## src/rtl/sad_search_ctrl_if.sv

```systemverilog
// rtl/sad_search_ctrl_if.sv - start/result, candidate request and SAD response signals of sad_search_ctrl
interface sad_search_ctrl_if #(
  parameter int IDX_W = 6,
  parameter int SAD_W = 12
);
  logic             Start;
  logic             Busy;
  logic             Done;
  logic             ReqValid;
  logic             ReqReady;
  logic [IDX_W-1:0] ReqI;
  logic [IDX_W-1:0] ReqJ;
  logic             RspValid;
  logic [SAD_W-1:0] RspSAD;
  logic [IDX_W-1:0] MinI;
  logic [IDX_W-1:0] MinJ;
  logic [SAD_W-1:0] MinVal;

  modport master (
    input  Start, ReqReady, RspValid, RspSAD,
    output Busy, Done, ReqValid, ReqI, ReqJ, MinI, MinJ, MinVal
  );

  modport slave (
    output Start, ReqReady, RspValid, RspSAD,
    input  Busy, Done, ReqValid, ReqI, ReqJ, MinI, MinJ, MinVal
  );
endinterface

```

## src/rtl/sad_search_ctrl.sv

```systemverilog
// rtl/sad_search_ctrl.sv - raster scheduler feeding one shared SAD engine and tracking the minimum SAD
module sad_search_ctrl #(
  parameter int FRAME_DIM = 64,
  parameter int WIN_DIM   = 4,
  parameter int IDX_W     = 6,
  parameter int SAD_W     = 12,
  parameter int MAX_OUT   = 8
) (
  input  logic              Clk,
  input  logic              Rst,
  sad_search_ctrl_if.master ctrl
);
  localparam int LAST  = FRAME_DIM - WIN_DIM;
  localparam int TOTAL = (LAST + 1) * (LAST + 1);
  localparam int CNT_W = $clog2(TOTAL + 1);
  localparam logic [CNT_W-1:0] TOTAL_C   = CNT_W'(TOTAL);
  localparam logic [CNT_W-1:0] TOTAL_M1  = CNT_W'(TOTAL - 1);
  localparam logic [CNT_W-1:0] MAX_OUT_C = CNT_W'(MAX_OUT);
  localparam logic [IDX_W-1:0] LAST_C    = IDX_W'(LAST);

  typedef enum logic [1:0] {S_IDLE, S_ISSUE, S_DRAIN, S_DONE} state_e;

  state_e           state_q, state_d;
  logic [IDX_W-1:0] iss_i_q, iss_i_d, iss_j_q, iss_j_d;
  logic [IDX_W-1:0] rsp_i_q, rsp_i_d, rsp_j_q, rsp_j_d;
  logic [CNT_W-1:0] iss_cnt_q, iss_cnt_d, rsp_cnt_q, rsp_cnt_d;
  logic             first_q, first_d;
  logic [IDX_W-1:0] min_i_q, min_i_d, min_j_q, min_j_d;
  logic [SAD_W-1:0] min_val_q, min_val_d;

  logic [CNT_W-1:0] outstanding;
  logic             req_valid;
  logic             req_fire;
  logic             rsp_take;

  // Outstanding uses registered counts only, so a response never frees a slot in its own cycle
  assign outstanding = iss_cnt_q - rsp_cnt_q;
  assign req_valid   = (state_q == S_ISSUE) && (iss_cnt_q < TOTAL_C) && (outstanding < MAX_OUT_C);
  assign req_fire    = req_valid && ctrl.ReqReady;
  assign rsp_take    = ((state_q == S_ISSUE) || (state_q == S_DRAIN)) && ctrl.RspValid
                       && (rsp_cnt_q < TOTAL_C);

  always_comb begin
    state_d   = state_q;
    iss_i_d   = iss_i_q;
    iss_j_d   = iss_j_q;
    rsp_i_d   = rsp_i_q;
    rsp_j_d   = rsp_j_q;
    iss_cnt_d = iss_cnt_q;
    rsp_cnt_d = rsp_cnt_q;
    first_d   = first_q;
    min_i_d   = min_i_q;
    min_j_d   = min_j_q;
    min_val_d = min_val_q;

    if (rsp_take) begin
      rsp_cnt_d = rsp_cnt_q + CNT_W'(1);
      first_d   = 1'b0;
      // Strict less-than keeps the earliest raster position on ties
      if (first_q || (ctrl.RspSAD < min_val_q)) begin
        min_val_d = ctrl.RspSAD;
        min_i_d   = rsp_i_q;
        min_j_d   = rsp_j_q;
      end
      if (rsp_j_q == LAST_C) begin
        rsp_j_d = '0;
        if (rsp_i_q != LAST_C) rsp_i_d = rsp_i_q + IDX_W'(1);
      end else begin
        rsp_j_d = rsp_j_q + IDX_W'(1);
      end
    end

    case (state_q)
      S_IDLE: begin
        if (ctrl.Start) begin
          state_d   = S_ISSUE;
          iss_i_d   = '0;
          iss_j_d   = '0;
          rsp_i_d   = '0;
          rsp_j_d   = '0;
          iss_cnt_d = '0;
          rsp_cnt_d = '0;
          first_d   = 1'b1;
          min_i_d   = '0;
          min_j_d   = '0;
          min_val_d = '1;
        end
      end
      S_ISSUE: begin
        if (req_fire) begin
          iss_cnt_d = iss_cnt_q + CNT_W'(1);
          // The pointer parks on the last candidate instead of stepping past it
          if (iss_cnt_q == TOTAL_M1) begin
            state_d = S_DRAIN;
          end else if (iss_j_q == LAST_C) begin
            iss_j_d = '0;
            iss_i_d = iss_i_q + IDX_W'(1);
          end else begin
            iss_j_d = iss_j_q + IDX_W'(1);
          end
        end
      end
      S_DRAIN: begin
        if (rsp_take && (rsp_cnt_q == TOTAL_M1)) state_d = S_DONE;
      end
      S_DONE:  state_d = S_IDLE;
      default: state_d = S_IDLE;
    endcase
  end

  always_ff @(posedge Clk) begin
    if (Rst) begin
      state_q   <= S_IDLE;
      iss_i_q   <= '0;
      iss_j_q   <= '0;
      rsp_i_q   <= '0;
      rsp_j_q   <= '0;
      iss_cnt_q <= '0;
      rsp_cnt_q <= '0;
      first_q   <= 1'b0;
      min_i_q   <= '0;
      min_j_q   <= '0;
      min_val_q <= '0;
    end else begin
      state_q   <= state_d;
      iss_i_q   <= iss_i_d;
      iss_j_q   <= iss_j_d;
      rsp_i_q   <= rsp_i_d;
      rsp_j_q   <= rsp_j_d;
      iss_cnt_q <= iss_cnt_d;
      rsp_cnt_q <= rsp_cnt_d;
      first_q   <= first_d;
      min_i_q   <= min_i_d;
      min_j_q   <= min_j_d;
      min_val_q <= min_val_d;
    end
  end

  assign ctrl.Busy     = (state_q == S_ISSUE) || (state_q == S_DRAIN);
  assign ctrl.Done     = (state_q == S_DONE);
  assign ctrl.ReqValid = req_valid;
  assign ctrl.ReqI     = iss_i_q;
  assign ctrl.ReqJ     = iss_j_q;
  assign ctrl.MinI     = min_i_q;
  assign ctrl.MinJ     = min_j_q;
  assign ctrl.MinVal   = min_val_q;
endmodule

```

## src/flat_wrapper.sv

```systemverilog
// flat-port wrapper written by rule: the top's interface ports become plain ports
module sad_search_ctrl_flat 
#(
  parameter int FRAME_DIM = 64,
  parameter int WIN_DIM   = 4,
  parameter int IDX_W     = 6,
  parameter int SAD_W     = 12,
  parameter int MAX_OUT   = 8
)
  (Clk, Rst, ctrl_Start, ctrl_ReqReady, ctrl_RspValid, ctrl_RspSAD, ctrl_Busy, ctrl_Done, ctrl_ReqValid, ctrl_ReqI, ctrl_ReqJ, ctrl_MinI, ctrl_MinJ, ctrl_MinVal);
  sad_search_ctrl_if #(.IDX_W(IDX_W), .SAD_W(SAD_W)) ctrl_i ();
  input  logic Clk;
  input  logic Rst;
  input wire logic [$bits(ctrl_i.Start)-1:0] ctrl_Start;
  input wire logic [$bits(ctrl_i.ReqReady)-1:0] ctrl_ReqReady;
  input wire logic [$bits(ctrl_i.RspValid)-1:0] ctrl_RspValid;
  input wire logic [$bits(ctrl_i.RspSAD)-1:0] ctrl_RspSAD;
  output wire logic [$bits(ctrl_i.Busy)-1:0] ctrl_Busy;
  output wire logic [$bits(ctrl_i.Done)-1:0] ctrl_Done;
  output wire logic [$bits(ctrl_i.ReqValid)-1:0] ctrl_ReqValid;
  output wire logic [$bits(ctrl_i.ReqI)-1:0] ctrl_ReqI;
  output wire logic [$bits(ctrl_i.ReqJ)-1:0] ctrl_ReqJ;
  output wire logic [$bits(ctrl_i.MinI)-1:0] ctrl_MinI;
  output wire logic [$bits(ctrl_i.MinJ)-1:0] ctrl_MinJ;
  output wire logic [$bits(ctrl_i.MinVal)-1:0] ctrl_MinVal;
  assign ctrl_i.Start = ctrl_Start;
  assign ctrl_i.ReqReady = ctrl_ReqReady;
  assign ctrl_i.RspValid = ctrl_RspValid;
  assign ctrl_i.RspSAD = ctrl_RspSAD;
  assign ctrl_Busy = ctrl_i.Busy;
  assign ctrl_Done = ctrl_i.Done;
  assign ctrl_ReqValid = ctrl_i.ReqValid;
  assign ctrl_ReqI = ctrl_i.ReqI;
  assign ctrl_ReqJ = ctrl_i.ReqJ;
  assign ctrl_MinI = ctrl_i.MinI;
  assign ctrl_MinJ = ctrl_i.MinJ;
  assign ctrl_MinVal = ctrl_i.MinVal;
  sad_search_ctrl #(.FRAME_DIM(FRAME_DIM), .WIN_DIM(WIN_DIM), .IDX_W(IDX_W), .SAD_W(SAD_W), .MAX_OUT(MAX_OUT)) u_core (.Clk(Clk), .Rst(Rst), .ctrl(ctrl_i));
endmodule
```

## config.mk

```make
export PLATFORM = sky130hd
export DESIGN_NAME = sad_search_ctrl_flat
export DESIGN_NICKNAME = d
export VERILOG_FILES = /design/src/rtl/sad_search_ctrl_if.sv /design/src/rtl/sad_search_ctrl.sv /design/src/flat_wrapper.sv
export SDC_FILE = /design/constraint.sdc
export NUM_CORES = 1
export LEC_CHECK = 0
export ABC_CLOCK_PERIOD_IN_PS = 5080
export CAP_MARGIN = 20
export CELL_PAD_IN_SITES_DETAIL_PLACEMENT = 1
export CELL_PAD_IN_SITES_GLOBAL_PLACEMENT = 1
export CORE_MARGIN = 3
export CORE_UTILIZATION = 33
export DETAILED_ROUTE_END_ITERATION = 8
export PLACE_DENSITY = 0.77
export SYNTH_ARGS = -nofsm -noshare
export SYNTH_HDL_FRONTEND = slang
export SYNTH_SLANG_ARGS = --single-unit
```

## constraint.sdc

```tcl
create_clock -name Clk -period 5.08 [get_ports Clk]
set_clock_uncertainty 0.05 [all_clocks]
set_input_delay 0.762 -clock Clk [delete_from_list [all_inputs] [get_ports Clk]]
set_output_delay 0.762 -clock Clk [all_outputs]
set_load 0.02 [all_outputs]
```

==> run_results.csv <==
group,metric,value,unit
clocking,path_clk_slew,0.06,ns
clocking,cts_tree,"done",
timing,fin_tns_setup,0,ns
yosys,synthCells,571,
floorplanning,coreArea,13500,um^2
timing,fin_crit_sh,0.838,
global_routing,grt_usage,0.165,
clocking,clkSinkCount,75,
detailed_routing,drt_iter0_markers,260,
clocking,clk_latency,0.34,ns
placement,hpwl,9380,um
power,switchingPower,0.000806,W
placement,post_dp_cell_area,5370,um^2
yosys,synth_ff_type,"dfxtp_1",
yosys,syn-num-nets,624,
power,power_density,367,nW/um^2
power,ir_drop,182,uV
placement,gp_congestion,0.889,
yosys,yosys.area.top_type,"dfxtp_1",
floorplanning,start_util,0.343,
timing,rsz0062_at_grt,"no",
timing,finalHoldViolCount,0,
floorplanning,io_pins,56,
global_routing,grt_max_degree,32,
yosys,synth_seq_cells,75,
detailed_routing,dr_total_vias,4419,
yosys,netlist_area,4640,um^2
placement,port_buffers,55,
clocking,h-tree-depth,3,
clocking,cts_resized,0,
global_routing,grt_pass1_vias,4435,
global_routing,antenna_found_initial,0,
power,p_clk_frac,0.294,
detailed_routing,drc_errors,0,
yosys,synth_top_area_share,0.324,
job,maxCapViolCount,0,
finish,instances_no_fill,800,
clocking,clockBufferDepth,2,
clocking,post_cts_buffers,0,
clocking,cts_buffers,9,
power,pwr-share-comb,0.375,
setup_path,critPathArrivalTime,3.44,ns
timing,whs,0.406,ns
clocking,postCtsHoldBufs,0,
finish,drive_above_1_share,0.0545,
detailed_routing,avgViaCountPerCell,5.52,
global_routing,grt_overflow_total,0,
outcome,status,"finished clean",
finish,final_nets,672,
timing,setup_slack,0.823,ns
detailed_routing,dr.pass1.iters,4,
timing,fmax,0.235,GHz
hold_path,min_path_type,"register to register",
detailed_routing,postRouteAntennaNets,0,
placement,dp_cells,783,
power,leakagePower,2.12,nW
detailed_routing,wl_per_cell,16.0,um
yosys,synthMostInstantiatedCell,"dfxtp_1",
yosys,syn_avg_cell_area,8.12,um^2
floorplanning,die_w,125,um
power,seqPwrFrac,0.331,
setup_path,path_class,"register to output port",
setup_path,cp-start-kind,"register",
yosys,yosys_warnings,0,
yosys,synthTopCellsByArea,"dfxtp_1 (32%), ha_1 (9.7%), nand2_1 (4.5%)",
floorplanning,dieArea,15500,um^2
finish,antenna_cells,0,
yosys,synth_common_cells,"dfxtp_1 (75), nand2_1 (55), nor2_1 (48)",
timing,final-max-slew-violation-count,0,
yosys,ys_seq_area_frac,0.324,
finish,final_area,5660,um^2
floorplanning,die_h,125,um
global_routing,grt_pass1_wl,21800,um
timing,setup_viol_count_final,0,
power,switching_share,0.388,
setup_path,required,4.27,ns
clocking,clockRootBuffer,"clkbuf_16",
timing,worst_pin_slew,1.08,ns
setup_path,critPathMaxFanout,6,
yosys,postSynth.asyncResetShare,0,
yosys,synth-edff-count,0,
finish,fill_cells,1603,
detailed_routing,wl,12800,um
setup_path,crit_path_end_kind,"output port",
timing,slew_headroom,0.281,
yosys,yosys.cell_types.count,57,
timing,layout_min_cycle_time,4.26,ns
power,power.internal,0.00127,W
finish,syn_to_final_growth,22.1,%
floorplanning,num_rows,42,
placement,place_worst_setup_slack,1.18,ns
==> flip-flops by register name, indices dropped and copies added, names as in the netlist <==
register and flops:
u_core.rsp_j_q 6, u_core.ctrl.MinI 6, u_core.ctrl.ReqJ 6, u_core.state_q 2
u_core.rsp_cnt_q 12, u_core.rsp_i_q 6, u_core.first_q 1, u_core.ctrl.MinVal 12
u_core.ctrl.MinJ 6, u_core.iss_cnt_q 12, u_core.ctrl.ReqI 6
==> layer usage <==
layer	vias to the layer above	global-route usage	routed length, um
li1	2200	-	-
met1	2137	0.208	5970
met2	69	0.287	6280
met3	13	0.0386	441
met4	0	0.0335	132
met5	-	0	0
==> critical path, cell delays in order, from the launching register on <==
cell and delay, ns:
dfxtp_1 0.41, inv_1 0.10, ha_1 0.38, a21o_1 0.18
a21oi_1 0.22, o221ai_1 0.16, or3_1 0.37, a211o_1 0.36
nor4_1 0.26, clkdlybuf4s50_1 0.67
==> kinds of logic after synthesis <==
family / count (synthesis) / synth area share
XOR/XNOR: 19 / 0.0359
buffers and inverters: 65 / 0.0529
multiplexers: 18 / 0.0389
adder cells (fa/ha/maj): 36 / 0.0971
flip-flops: 75 / 0.324
AO/OA/AOI/OAI: 130 / 0.196
AND/OR/NAND/NOR: 228 / 0.256
==> power groups by stage <==
stage	sequential (W)	clock, W	combinational (W)
floorplan	0.000735	0	0.000473
global placement	0.000699	0	0.000741
detailed placement	0.000702	0	0.000771
CTS	0.000689	0.000627	0.000779
global route	0.000698	0.000658	0.000865
finish	0.000688	0.000612	0.000780
==> area by class of cell <==
| class | instances | area (um^2) | share of cell area |
|---|---|---|---|
| flip-flops and latches | 75 | 1500 | 0.265 |
| multi-input cells | 431 | 2900 | 0.512 |
| clock buffers | 9 | 225 | 0.0398 |
| repair buffers | 63 | 611 | 0.108 |
| well taps | 176 | 220 | 0.0389 |
| clock inverters | 7 | 60.1 | 0.0106 |
| inverters | 39 | 146 | 0.0259 |
==> cells in the final DEF, fill, tap and decap left out, drive strengths merged, types with 2 or more instances in the layout <==
cell	n
dfxtp	75
nand2	55
clkdlybuf4s50	55
nor2	48
inv	41
ha	36
a21oi	34
a2111oi	24
and3	23
o21ai	21
nand3	20
mux2i	18
or4	16
xnor2	14
nand2b	13
nand4	13
clkbuf	10
o31ai	9
a21o	8
nor4	8
buf	7
or3	6
xor2	5
nor2b	5
a211o	4
and2	4
a31oi	4
or2	4
o211ai	3
and4	3
a311oi	3
o21bai	3
nor3b	3
o31a	3
clkinvlp	3
a31o	2
nor3	2
a22oi	2
clkinv	2
==> per-stage QoR <==
| stage | utilization | total power, W |
|---|---|---|
| finish | 0.419 | 0.00208 |
| global route | 0.419 | 0.00222 |
| CTS | 0.419 | 0.00210 |
| detailed placement | 0.397 | 0.00147 |
| global placement | 0.397 | 0.00144 |
| floorplan | - | 0.00121 |
==> worst paths after layout <==
| check | start | endpoint | slack, ns | cells past startpoint |
|---|---|---|---|---|
| hold / removal | u_core.ctrl.MinI[5]$_SDFF_PP0_ | u_core.ctrl.MinI[5]$_SDFF_PP0_ | 0.41 | 2 |
| setup reg to reg | u_core.rsp_cnt_q[4]$_SDFF_PP0_ | u_core.ctrl.ReqI[4]$_SDFFE_PP0P_ | 1.16 | 10 |
| hold reg to reg | u_core.ctrl.MinI[5]$_SDFF_PP0_ | u_core.ctrl.MinI[5]$_SDFF_PP0_ | 0.41 | 2 |
| setup / recovery | u_core.rsp_cnt_q[5]$_SDFF_PP0_ | ctrl_ReqValid | 0.82 | 9 |
No activity file was read; power rests on OpenSTA's default activity.
